## src/rtl/tim_vseq.sv

```systemverilog
`default_nettype none
// ============================================================================
//  Module   : tim_vseq
//  Brief    : Parametrised CCD vertical-clock sequencer. Runs a frame as
//             flush -> shutter -> exposure -> PD-to-VCCD transfer -> line
//             shifts, with a vact/line_done handshake towards the
//             horizontal readout. Supports normal, 2:1 binning and
//             flush-only modes.
//  Revision : 1.0  initial release
// ============================================================================
module tim_vseq #(
    parameter int LINES       = 1024,
    parameter int FLUSH_LINES = 1032,
    parameter int LCW         = 12,
    parameter int TW          = 16,
    parameter int T_VPH       = 40,
    parameter int T_XFER      = 200,
    parameter int T_SHUT      = 100
) (
    input  logic           clk,
    input  logic           rst,
    input  logic           trigger,
    input  logic           abort,
    input  logic [1:0]     mode,
    input  logic [TW-1:0]  exp_cycles,
    input  logic           line_done,
    output logic [1:0]     v1,
    output logic           v2,
    output logic           shut,
    output logic           vact,
    output logic           busy,
    output logic           done,
    output logic [LCW-1:0] line_cnt
);

    // ------------------------------------------------------------------
    // State encoding
    // ------------------------------------------------------------------
    localparam logic [3:0] c_idle      = 4'd0;
    localparam logic [3:0] c_flush     = 4'd1;
    localparam logic [3:0] c_shut      = 4'd2;
    localparam logic [3:0] c_expose    = 4'd3;
    localparam logic [3:0] c_xfer_pre  = 4'd4;
    localparam logic [3:0] c_xfer      = 4'd5;
    localparam logic [3:0] c_xfer_post = 4'd6;
    localparam logic [3:0] c_vshift    = 4'd7;
    localparam logic [3:0] c_hwait     = 4'd8;
    localparam logic [3:0] c_fin       = 4'd9;

    // Timer reload values: the timer counts N-1 down to 0, giving N cycles.
    localparam logic [TW-1:0]  c_vph_ld    = TW'(T_VPH - 1);
    localparam logic [TW-1:0]  c_xfer_ld   = TW'(T_XFER - 1);
    localparam logic [TW-1:0]  c_shut_ld   = TW'(T_SHUT - 1);
    localparam logic [LCW-1:0] c_flush_last = LCW'(FLUSH_LINES - 1);
    localparam logic [LCW-1:0] c_lines_norm = LCW'(LINES);
    localparam logic [LCW-1:0] c_lines_bin2 = LCW'(LINES / 2);

    // ------------------------------------------------------------------
    // Registers
    // ------------------------------------------------------------------
    logic [3:0]     state_q,    state_d;
    logic [TW-1:0]  timer_q,    timer_d;
    logic [1:0]     step_q,     step_d;
    logic [LCW-1:0] shift_q,    shift_d;
    logic [LCW-1:0] line_cnt_q, line_cnt_d;
    logic [1:0]     mode_q,     mode_d;
    logic [TW-1:0]  exp_q,      exp_d;

    logic [1:0]     v1_q,   v1_d;
    logic           v2_q,   v2_d;
    logic           shut_q, shut_d;
    logic           vact_q, vact_d;
    logic           busy_q, busy_d;
    logic           done_q, done_d;

    // ------------------------------------------------------------------
    // Decoded helpers
    // ------------------------------------------------------------------
    logic           w_bin2;
    logic           w_flush_only;
    logic           w_step_end;
    logic           w_line_end;
    logic [LCW-1:0] w_line_inc;
    logic [LCW-1:0] w_line_target;
    logic [LCW-1:0] w_vshift_last;

    assign w_bin2        = (mode_q == 2'b01);
    assign w_flush_only  = (mode_q == 2'b10);
    assign w_step_end    = (timer_q == '0);
    // A line shift ends when the last of its three phase steps expires.
    assign w_line_end    = w_step_end && (step_q >= 2'd2);
    assign w_line_inc    = line_cnt_q + LCW'(1);
    assign w_line_target = w_bin2 ? c_lines_bin2 : c_lines_norm;
    // Bin2 merges two line shifts into one readout line.
    assign w_vshift_last = w_bin2 ? LCW'(1) : LCW'(0);

    // Sequencer state and counter registers
    always_ff @(posedge clk) begin
        if (rst) begin
            state_q    <= c_idle;
            timer_q    <= '0;
            step_q     <= '0;
            shift_q    <= '0;
            line_cnt_q <= '0;
            mode_q     <= '0;
            exp_q      <= '0;
        end else begin
            state_q    <= state_d;
            timer_q    <= timer_d;
            step_q     <= step_d;
            shift_q    <= shift_d;
            line_cnt_q <= line_cnt_d;
            mode_q     <= mode_d;
            exp_q      <= exp_d;
        end
    end

    // Next-state and counter logic; abort overrides every normal transition
    always_comb begin
        state_d    = state_q;
        timer_d    = timer_q;
        step_d     = step_q;
        shift_d    = shift_q;
        line_cnt_d = line_cnt_q;
        mode_d     = mode_q;
        exp_d      = exp_q;

        if (abort && (state_q != c_idle)) begin
            state_d    = c_idle;
            timer_d    = '0;
            step_d     = '0;
            shift_d    = '0;
            line_cnt_d = '0;
        end else begin
            case (state_q)
                c_idle: begin
                    if (trigger) begin
                        state_d    = c_flush;
                        mode_d     = mode;
                        exp_d      = exp_cycles;
                        line_cnt_d = '0;
                        timer_d    = c_vph_ld;
                        step_d     = '0;
                        shift_d    = '0;
                    end
                end

                c_flush: begin
                    if (!w_step_end) begin
                        timer_d = timer_q - TW'(1);
                    end else if (!w_line_end) begin
                        step_d  = step_q + 2'd1;
                        timer_d = c_vph_ld;
                    end else if (shift_q != c_flush_last) begin
                        shift_d = shift_q + LCW'(1);
                        step_d  = '0;
                        timer_d = c_vph_ld;
                    end else begin
                        shift_d = '0;
                        step_d  = '0;
                        if (w_flush_only) begin
                            state_d = c_fin;
                            timer_d = '0;
                        end else begin
                            state_d = c_shut;
                            timer_d = c_shut_ld;
                        end
                    end
                end

                c_shut: begin
                    if (!w_step_end) begin
                        timer_d = timer_q - TW'(1);
                    end else if (exp_q == '0) begin
                        // Zero exposure skips EXPOSE entirely.
                        state_d = c_xfer_pre;
                        timer_d = c_vph_ld;
                    end else begin
                        state_d = c_expose;
                        timer_d = exp_q - TW'(1);
                    end
                end

                c_expose: begin
                    if (!w_step_end) begin
                        timer_d = timer_q - TW'(1);
                    end else begin
                        state_d = c_xfer_pre;
                        timer_d = c_vph_ld;
                    end
                end

                c_xfer_pre: begin
                    if (!w_step_end) begin
                        timer_d = timer_q - TW'(1);
                    end else begin
                        state_d = c_xfer;
                        timer_d = c_xfer_ld;
                    end
                end

                c_xfer: begin
                    if (!w_step_end) begin
                        timer_d = timer_q - TW'(1);
                    end else begin
                        state_d = c_xfer_post;
                        timer_d = c_vph_ld;
                    end
                end

                c_xfer_post: begin
                    if (!w_step_end) begin
                        timer_d = timer_q - TW'(1);
                    end else begin
                        state_d = c_vshift;
                        timer_d = c_vph_ld;
                        step_d  = '0;
                        shift_d = '0;
                    end
                end

                c_vshift: begin
                    if (!w_step_end) begin
                        timer_d = timer_q - TW'(1);
                    end else if (!w_line_end) begin
                        step_d  = step_q + 2'd1;
                        timer_d = c_vph_ld;
                    end else if (shift_q != w_vshift_last) begin
                        shift_d = shift_q + LCW'(1);
                        step_d  = '0;
                        timer_d = c_vph_ld;
                    end else begin
                        state_d = c_hwait;
                        shift_d = '0;
                        step_d  = '0;
                        timer_d = '0;
                    end
                end

                c_hwait: begin
                    if (line_done) begin
                        line_cnt_d = w_line_inc;
                        if (w_line_inc == w_line_target) begin
                            state_d = c_fin;
                        end else begin
                            // Next shift starts in the same cycle vact drops.
                            state_d = c_vshift;
                            timer_d = c_vph_ld;
                            step_d  = '0;
                            shift_d = '0;
                        end
                    end
                end

                c_fin: begin
                    state_d = c_idle;
                end

                default: begin
                    state_d = c_idle;
                    timer_d = '0;
                    step_d  = '0;
                    shift_d = '0;
                end
            endcase
        end
    end

    // Output decode from the upcoming state so every output is registered
    always_comb begin
        v1_d   = 2'b00;
        v2_d   = 1'b1;
        shut_d = 1'b0;
        vact_d = 1'b0;
        busy_d = 1'b0;
        done_d = 1'b0;

        case (state_d)
            c_flush, c_vshift: begin
                busy_d = 1'b1;
                case (step_d)
                    2'd0:    begin v1_d = 2'b01; v2_d = 1'b1; end
                    2'd1:    begin v1_d = 2'b01; v2_d = 1'b0; end
                    default: begin v1_d = 2'b00; v2_d = 1'b0; end
                endcase
            end
            c_shut: begin
                busy_d = 1'b1;
                shut_d = 1'b1;
            end
            c_expose: begin
                busy_d = 1'b1;
            end
            c_xfer_pre, c_xfer_post: begin
                busy_d = 1'b1;
                v1_d   = 2'b01;
            end
            c_xfer: begin
                busy_d = 1'b1;
                v1_d   = 2'b10;
            end
            c_hwait: begin
                busy_d = 1'b1;
                vact_d = 1'b1;
            end
            c_fin: begin
                busy_d = 1'b1;
                done_d = 1'b1;
            end
            default: begin
                busy_d = 1'b0;
            end
        endcase
    end

    // Output registers
    always_ff @(posedge clk) begin
        if (rst) begin
            v1_q   <= 2'b00;
            v2_q   <= 1'b1;
            shut_q <= 1'b0;
            vact_q <= 1'b0;
            busy_q <= 1'b0;
            done_q <= 1'b0;
        end else begin
            v1_q   <= v1_d;
            v2_q   <= v2_d;
            shut_q <= shut_d;
            vact_q <= vact_d;
            busy_q <= busy_d;
            done_q <= done_d;
        end
    end

    assign v1       = v1_q;
    assign v2       = v2_q;
    assign shut     = shut_q;
    assign vact     = vact_q;
    assign busy     = busy_q;
    assign done     = done_q;
    assign line_cnt = line_cnt_q;

endmodule
`default_nettype wire

```

## config.mk

```make
export PLATFORM = sky130hd
export DESIGN_NAME = tim_vseq
export DESIGN_NICKNAME = d
export VERILOG_FILES = /design/src/rtl/tim_vseq.sv
export SDC_FILE = /design/constraint.sdc
export NUM_CORES = 1
export LEC_CHECK = 0
export CELL_PAD_IN_SITES_DETAIL_PLACEMENT = 1
export CELL_PAD_IN_SITES_GLOBAL_PLACEMENT = 2
export CORE_ASPECT_RATIO = 1.2
export CORE_MARGIN = 3
export CORE_UTILIZATION = 30
export DETAILED_ROUTE_END_ITERATION = 16
export GPL_ROUTABILITY_DRIVEN = 0
export GPL_TIMING_DRIVEN = 1
export PLACE_DENSITY_LB_ADDON = 0.1
export SYNTH_ARGS = -nofsm -noshare
export SYNTH_HDL_FRONTEND = slang
export SYNTH_SLANG_ARGS = --single-unit
```

## constraint.sdc

```tcl
create_clock -name clk -period 2.95 [get_ports clk]
set_input_delay 0.4425 -clock clk [delete_from_list [all_inputs] [get_ports clk]]
set_output_delay 0.4425 -clock clk [all_outputs]
set_load 0.02 [all_outputs]
```

==> results of run 1 <==
## cells in the final DEF, fill, tap and decap left out, types with 15 or more instances in the layout
cell / count
dfxtp_1: 69
nor2_1: 66
xnor2_1: 15
buf_4: 49
a21oi_1: 67
inv_1: 15
clkdlybuf4s50_1: 41
nand2_1: 85
nor3_1: 27
o21ai_0: 42
## power breakdown
group	leakage [nW]	internal, mW	switching, mW	total (mW)
Sequential	0.578	1.05	0.108	1.16
Combinational	1.34	0.571	0.830	1.40
Clock	0.127	0.588	0.409	0.996
## per-stage QoR
| stage | setup TNS [ns] | hold WS (ns) |
|---|---|---|
| floorplan | 0 | 0.446 |
| global placement | 0 | 0.466 |
| detailed placement | -0.0109 | 0.467 |
| CTS | 0 | 0.473 |
| global route | -0.116 | 0.502 |
| finish | 0 | 0.471 |
## state kept, by name (all words and copies together) (netlist names)
name,count
busy,1
done,1
exp_q,16
line_cnt,12
mode_q,2
shift_q,12
shut,1
state_q,4
step_q,2
timer_q,16
v1,2
v2,1
vact,1
## worst min-delay path by stage
stage                 to
5_1_grt         exp_q[5]
6_report        exp_q[5]
3_5_place_dp    exp_q[5]
4_1_cts         exp_q[5]
3_3_place_gp    exp_q[5]
2_1_floorplan  exp_q[13]
## logic make-up after synthesis
family / Yosys count / synth area share
simple gates: 259 / 0.293
buf+inv: 43 / 0.0403
flops: 71 / 0.334
mux: 1 / 0.00235
compound gates: 171 / 0.258
fa+ha+maj: 7 / 0.0206
xor+xnor: 25 / 0.0514
## critical path, cell delays in order (launching register included)
cell and delay [ns]:
dfxtp_2 0.35, buf_6 0.10, nand4_1 0.14, buf_4 0.18, or2_4 0.27, o41ai_4 0.38, nand4_1 0.17, buf_6 0.16
o31ai_4 0.32, o221ai_2 0.18, o21ba_1 0.21, a2111o_1 0.28
## layer usage
metal / track usage / share of wire / wire length [µm]
met3: 0.0363 / 0.020 / 296
met4: 0.0646 / 0.019 / 284
met2: 0.341 / 0.52 / 7580
met5: 0 / 0 / 0
met1: 0.225 / 0.44 / 6510
## layout make-up
| class | count | area share |
|---|---|---|
| inverters | 15 | 0.0103 |
| well taps | 171 | 0.0390 |
| multi-input cells | 463 | 0.495 |
| flip-flops and latches | 71 | 0.259 |
| repair buffers | 93 | 0.150 |
| clock buffers | 14 | 0.0463 |
| clock inverters | 1 | 0.000912 |
## timing repair
action,CTS,global route
setup endpoints to repair,1,19
resized for setup,0,12
setup buffers,1,6
pin swaps,1,11
hold buffers,0,0
==> results, run 1 <==
- The flow ran to the end, and the final reports show no timing, DRC or antenna violations.
- The clock-pin slew on the worst setup and hold paths is 0.06 ns.
- The required time of the worst setup path is 3.17 ns.
- The most critical setup path has its endpoint at v2.
- Once layout is done, the placed cells without fillers occupy 5490 µm².
- Clock latency on the worst-skew pair, taken at its later pin, is 0.34 ns.
- The maximum resistive drop on vdd is 0.299 mV.
- The reported max-cap violation count is 0.
- The element type at the critical path start is a flop.
- For this run, asynchronously set or reset flops after synthesis account for 0.
- The commonest cells after synthesis are nand2_1 (85), dfxtp_1 (71), a21oi_1 (67).
- Summed over all cells, the static leakage comes to 2.04 nW.
- The power after layout is 3.56 mW.
- Compared with the post-synthesis result, the final layout area differs by 28.9%.
- Entering global routing, the biggest net connects 30 pins.
- The worst clock skew is 0.00609 ns.
- At the pin with the least slew margin, the transition time is 0.599 ns.
- The number of CTS-inserted buffers is 9.
- The floorplan has 47 rows.
- The total routing usage reported by global routing is 0.190.
- STA classifies the critical path endpoint as a flop.
- The most used flip-flop cell after synthesis is dfxtp_1.
- Dividing the detail-routed wire length by the instance count gives 17.7 µm.
- Once layout is complete, the cells apart from fillers number 828.
- The number of sinks driven by the clock tree is 71.
- The launching instance or port of the critical path is line_cnt[1].
- The synthesized instance count is 577.
- The net count of the finished layout is 683.
- Fill cells in the final layout number 1687.
- The post-synthesis instance area is 4260 µm².
- The die outline width is 115 µm.
- The min-delay analysis places its worst path in the category flop to flop.
- For the worst flop-to-flop path, the logic depth is 11.
- The via count of the first global-routing pass is 4654.
- The number of setup violations in the final report is 0.
- The reg-to-reg critical path endpoint is v2.
- Of the post-synthesis cell area, the dominant cell type holds 0.334.
- The setup slack on the worst flop-to-flop path is 0.1 ns.
- The number of levels the H-tree was split into is 3.
- The fraction of final layout cells sized beyond drive strength 1 is 0.131.
- The CTS tree is done.
- For this design the top-level I/O count stands at 42.
- The count of inserted antenna diode cells is 0.
- The clock tree buffer depth is 2.
- After synthesis the netlist holds a flip-flop and latch count of 71.
- Along the worst hold path, the cell count comes to 2.
- The total die area is 15700 µm².
- The placeable core area is 13800 µm².
- Detailed routing inserted a total of 4456 vias.
- In the final layout, the multi-input gates occupy 2710 µm².
- The count of distinct cell types in the synthesized netlist is 67.
- The total placed cells including tap cells is 806.
- After layout, the minimum clock period comes to 2.85 ns.
- The worst pin sits at a relative slew slack of 0.597.
- The total overflow reported by the global router is 0.
- The class of the most critical setup path is flop to flop.
- The most frequent cell after synthesis is nand2_1.
- After synthesis, the cell types taking the most area are dfxtp_1 (33%), a21oi_1 (7.9%), nand2_1 (7.5%), nor2_1 (5.8%), o21ai_0 (4.9%).
- Of the available clock period, the critical path in the final layout requires 0.967.
- Of all nets on the critical path, the largest fanout is 5.
- Yosys mapped a number of flops with a built-in enable equal to 0.
- The total area of sequential cells is 1420 µm².
- For this block, the initial DRC count from the detailed router was 181.
- The final wirelength is 14.7 mm.
- The number of slew-limit violations in the final report was 0.
- Before antenna repair, the detailed router went through 4 iterations.
- The detail route stage leaves a number of antenna-violating nets equal to 0.
- Once placement finished, the instance area stood at 5120 µm².
- Of all cell types, the one taking the most synthesized area is dfxtp_1.
- For this run, design rule violations remaining after detail routing come to 0.
- After legalization and detailed placement, the total HPWL measured 11.0 mm.
- The startpoint of the most critical register-to-register path is line_cnt[1].
- The mean cell area of the mapped netlist is 7.38 µm².
- The initial cell density of the core is 0.308.
- The worst endpoint data arrival time is 3.07 ns.
- The ratio of routed vias to standard cells is 5.38.
- The fmax is 0.351 GHz.
- The sequential element share of the synthesized area is 0.334.
- The total count of hold-check failures in the final report was 0.
- When the netlist entered floorplanning its net count stood at 607.
- Setup repair after global routing could not meet its margin everywhere.
- At the placement stage, the worst setup path has a slack of -0.0109 ns.
- The root buffer cell is clkbuf_16.
- The initial antenna violation count is 0.
- Yosys printed 0 warnings.
- For this run, the share of the core covered by cells in the final layout is 0.397.
- The global-route wire length before repair is 23.6 mm.
- Power spread over the standard cell area amounts to 648 nW/µm².
- The total of buffers placed on input and output ports is 41.
- The least setup slack across all paths after layout is 0.0979 ns.
- From bottom edge to top edge, the die measures 137 µm.
- In this run the most critical hold path is launched from exp_q[5].
Power figures use the tool's default switching activity.
==> run 2: changes to the inputs <==
--- a/config.mk
+++ b/config.mk
@@ -8,12 +8,13 @@
 export CELL_PAD_IN_SITES_DETAIL_PLACEMENT = 1
 export CELL_PAD_IN_SITES_GLOBAL_PLACEMENT = 2
 export CORE_ASPECT_RATIO = 1.2
-export CORE_MARGIN = 3
+export CORE_MARGIN = 2
 export CORE_UTILIZATION = 30
 export DETAILED_ROUTE_END_ITERATION = 16
 export GPL_ROUTABILITY_DRIVEN = 0
 export GPL_TIMING_DRIVEN = 1
-export PLACE_DENSITY_LB_ADDON = 0.1
+export HOLD_SLACK_MARGIN = 0.05
+export PLACE_DENSITY = 0.87
 export SYNTH_ARGS = -nofsm -noshare
 export SYNTH_HDL_FRONTEND = slang
 export SYNTH_SLANG_ARGS = --single-unit
==> results, run 2 (synthesis gave the netlist of run 1 again) <==
- The net count of the finished layout came to 674 (-1.3%).
- The number of primary I/O pins is 42 (unchanged).
- The worst setup path is launched from a flop.
- The worst setup path is captured at a flop.
- The least setup slack across all paths after layout is 0.0856 ns (-0.0122 ns).
- The number of buffers and inverters on the critical path is 1 (-2).
- The startpoint identified for the worst register-to-register timing path is line_cnt[3].
- The library cell used most frequently in the layout, excluding fill and tap cells, is nand2_1.
- The total die area was 15200 µm² (-3.2%).
- The reported max-cap violation count is 0 (unchanged).
- The setup TNS was 0 ns (unchanged).
- The iteration-0 DRC count of the detailed router is 208 (+15%).
- The via count of the first global-routing pass came to 4673 (+0.41%).
- The largest registers in the layout are exp_q x16, timer_q x16.
- The maximum cell stage delay along the critical path was 0.43 ns (+0.05 ns).
- Setup repair after global routing left no endpoint under its margin.
- The maximum resistive drop on vdd came to 0.287 mV (-4.0%).
- The critical path is of the flop to flop type.
- The average routed wire per standard cell was 17.1 µm (-3.3%).
- The number of core rows is 47 (unchanged).
- The maximum number of pins on one net before global-route repair is 28 (-6.7%).
- The clock tree buffer depth was 2 (unchanged).
- The die outline width is 113 µm (-1.7%).
- The total routing usage reported by global routing was 0.189 (-0.00113).
- The DRC violation count after routing was 0 (unchanged).
- The root buffer cell is clkbuf_16.
- The CTS tree is done.
- The final antenna-violating net count is 0 (unchanged).
- The floorplan die height is 135 µm (-1.5%).
- The global-route wire length before repair is 23.3 mm (-1.4%).
- The worst-margin pin slew is 0.572 ns (-0.0270 ns).
- The required time of the worst setup path was 3.17 ns (about the same).
- The number of sinks driven by the clock tree came to 71 (unchanged).
- The critical path goes through nand4_1 > or2_4 > o41ai_4 > nand4_1 > buf_6 > o31ai_4 > o221ai_2 > o21ba_1 > a2111o_1.
- The critical path starts at line_cnt[3].
- The half-perimeter wire length of the detailed placement result was 10.5 mm (-4.0%).
- The utilization after layout is 0.397 (about the same).
- The maximum fanout count along the critical path came to 5 (unchanged).
- The worst-case headroom to the max-slew limit is 0.616 (+0.0187).
- In this design, the largest share of critical-path delay is due to compound AO/OA/AOI/OAI gates.
- The startpoint identified for the worst hold timing path is exp_q[1].
- The area growth from synthesis to final layout is 28.8% (about the same).
- The number of CTS-inserted buffers came to 9 (unchanged).
- The worst endpoint data arrival time is 3.09 ns (+0.02 ns).
- The final instance area is 5490 µm² (about the same).
- The run finished with clean final reports.
- The total power divided by cell area is 684 nW/µm² (+5.5%).
- The fraction of final layout cells sized beyond drive strength 1 is 0.125 (-0.00609).
- The most used cell along the critical path is nand4_1.
- In the layout the commonest cells are nand2_1 (85), dfxtp_1 (70), a21oi_1 (67).
- The fmax is 0.349 GHz (-0.43%).
- The placeable core area was 13800 µm² (unchanged).
- The total leakage power is 2.03 nW (-0.42%).
- For this design, the slowest cell found on the critical path is dfxtp_1.
- The number of setup violations in the final report is 0 (unchanged).
- The initial antenna violation count is 0 (unchanged).
- The path class of the tightest hold or removal check is flop to flop.
- The initial cell density of the core is 0.308 (unchanged).
- The total of hold buffers inserted after clock tree synthesis is 0 (unchanged).
- The total overflow reported by the global router was 0 (unchanged).
- The clock-pin slew on the worst setup and hold paths is 0.06 ns (about the same).
- The count of inserted antenna diode cells came to 0 (unchanged).
- The post-placement worst setup slack is 0.00982 ns (+0.0208 ns).
- The power after layout is 3.75 mW (+5.4%).
- The portion of the clock cycle consumed by the worst path in the final layout is 0.971 (+0.00415).
- The total of buffers placed on input and output ports is 41 (unchanged).
- The total count of hold-check failures in the final report is 0 (unchanged).
- The first-pass detailed-route iteration total came to 4 (unchanged).
- The detailed-route via count is 4502 (+1.0%).
- The final wirelength is 14.1 mm (-4.2%).
- The number of slew-limit violations in the final report is 0 (unchanged).
- The worst clock skew was 0.00415 ns (-0.00194 ns).
- The number of levels the H-tree was split into came to 3 (unchanged).
- The clock period minus worst slack is 2.86 ns (+0.0122 ns).
- The clock latency on the worst-skew pair came to 0.34 ns (about the same).
- The ratio of routed vias to standard cells is 5.49 (+2.0%).
- The placed instance area came to 5060 µm² (-1.1%).
-- run 2: layout make-up --
| class | count | area [µm²] |
|---|---|---|
| clock inverter | 3 | 65.1 |
| inverter | 15 | 56.3 |
| tap | 171 | 214 |
| timing repair buffer | 84 | 744 |
| clock buffer | 13 | 260 |
| multi-input combinational | 463 | 2720 |
| fill | 1676 | 8330 |
| sequential | 71 | 1420 |
-- run 2: path summary, 6_finish.rpt --
check                  end  slack, ns  depth (start not counted)
setup / recovery        v2       0.09                          9
hold / removal    exp_q[1]       0.47                          2
setup reg to reg        v2       0.09                          9
hold reg to reg   exp_q[1]       0.47                          2
-- run 2: repair_timing --
action                                  CTS  global route
endpoints found under the hold margin     0             0
pin swaps                                 1             8
gates resized for setup                   0            15
endpoints found under the setup margin    2            25
setup buffers                             1             3
-- run 2: stage by stage --
stage | instances | hold slack [ns]
floorplan | 577 | 0.446
global placement | 800 | 0.466
detailed placement | 800 | 0.468
CTS | 817 | 0.476
global route | 820 | 0.494
finish | 820 | 0.471
-- run 2: worst min-delay path, stage by stage, from the launching register on --
cell and delay, ns:
dfxtp_1 0.32, nand2_1 0.05, a21oi_1 0.05
-- run 2: per-layer routing --
metal  vias to the layer above  wire length [µm]  global-route usage
li1                       2219                 -                   -
met5                         -                 0                   0
met4                         0               222              0.0630
met3                        16               458              0.0292
met1                      2196              6180               0.233
met2                        71              7190               0.334
-- run 2: report_power, final --
part           total (mW)  internal (mW)  switching (mW)
sequential           1.16           1.05           0.106
clock                1.20          0.786           0.412
combinational        1.39          0.552           0.842
total                3.75           2.39            1.36
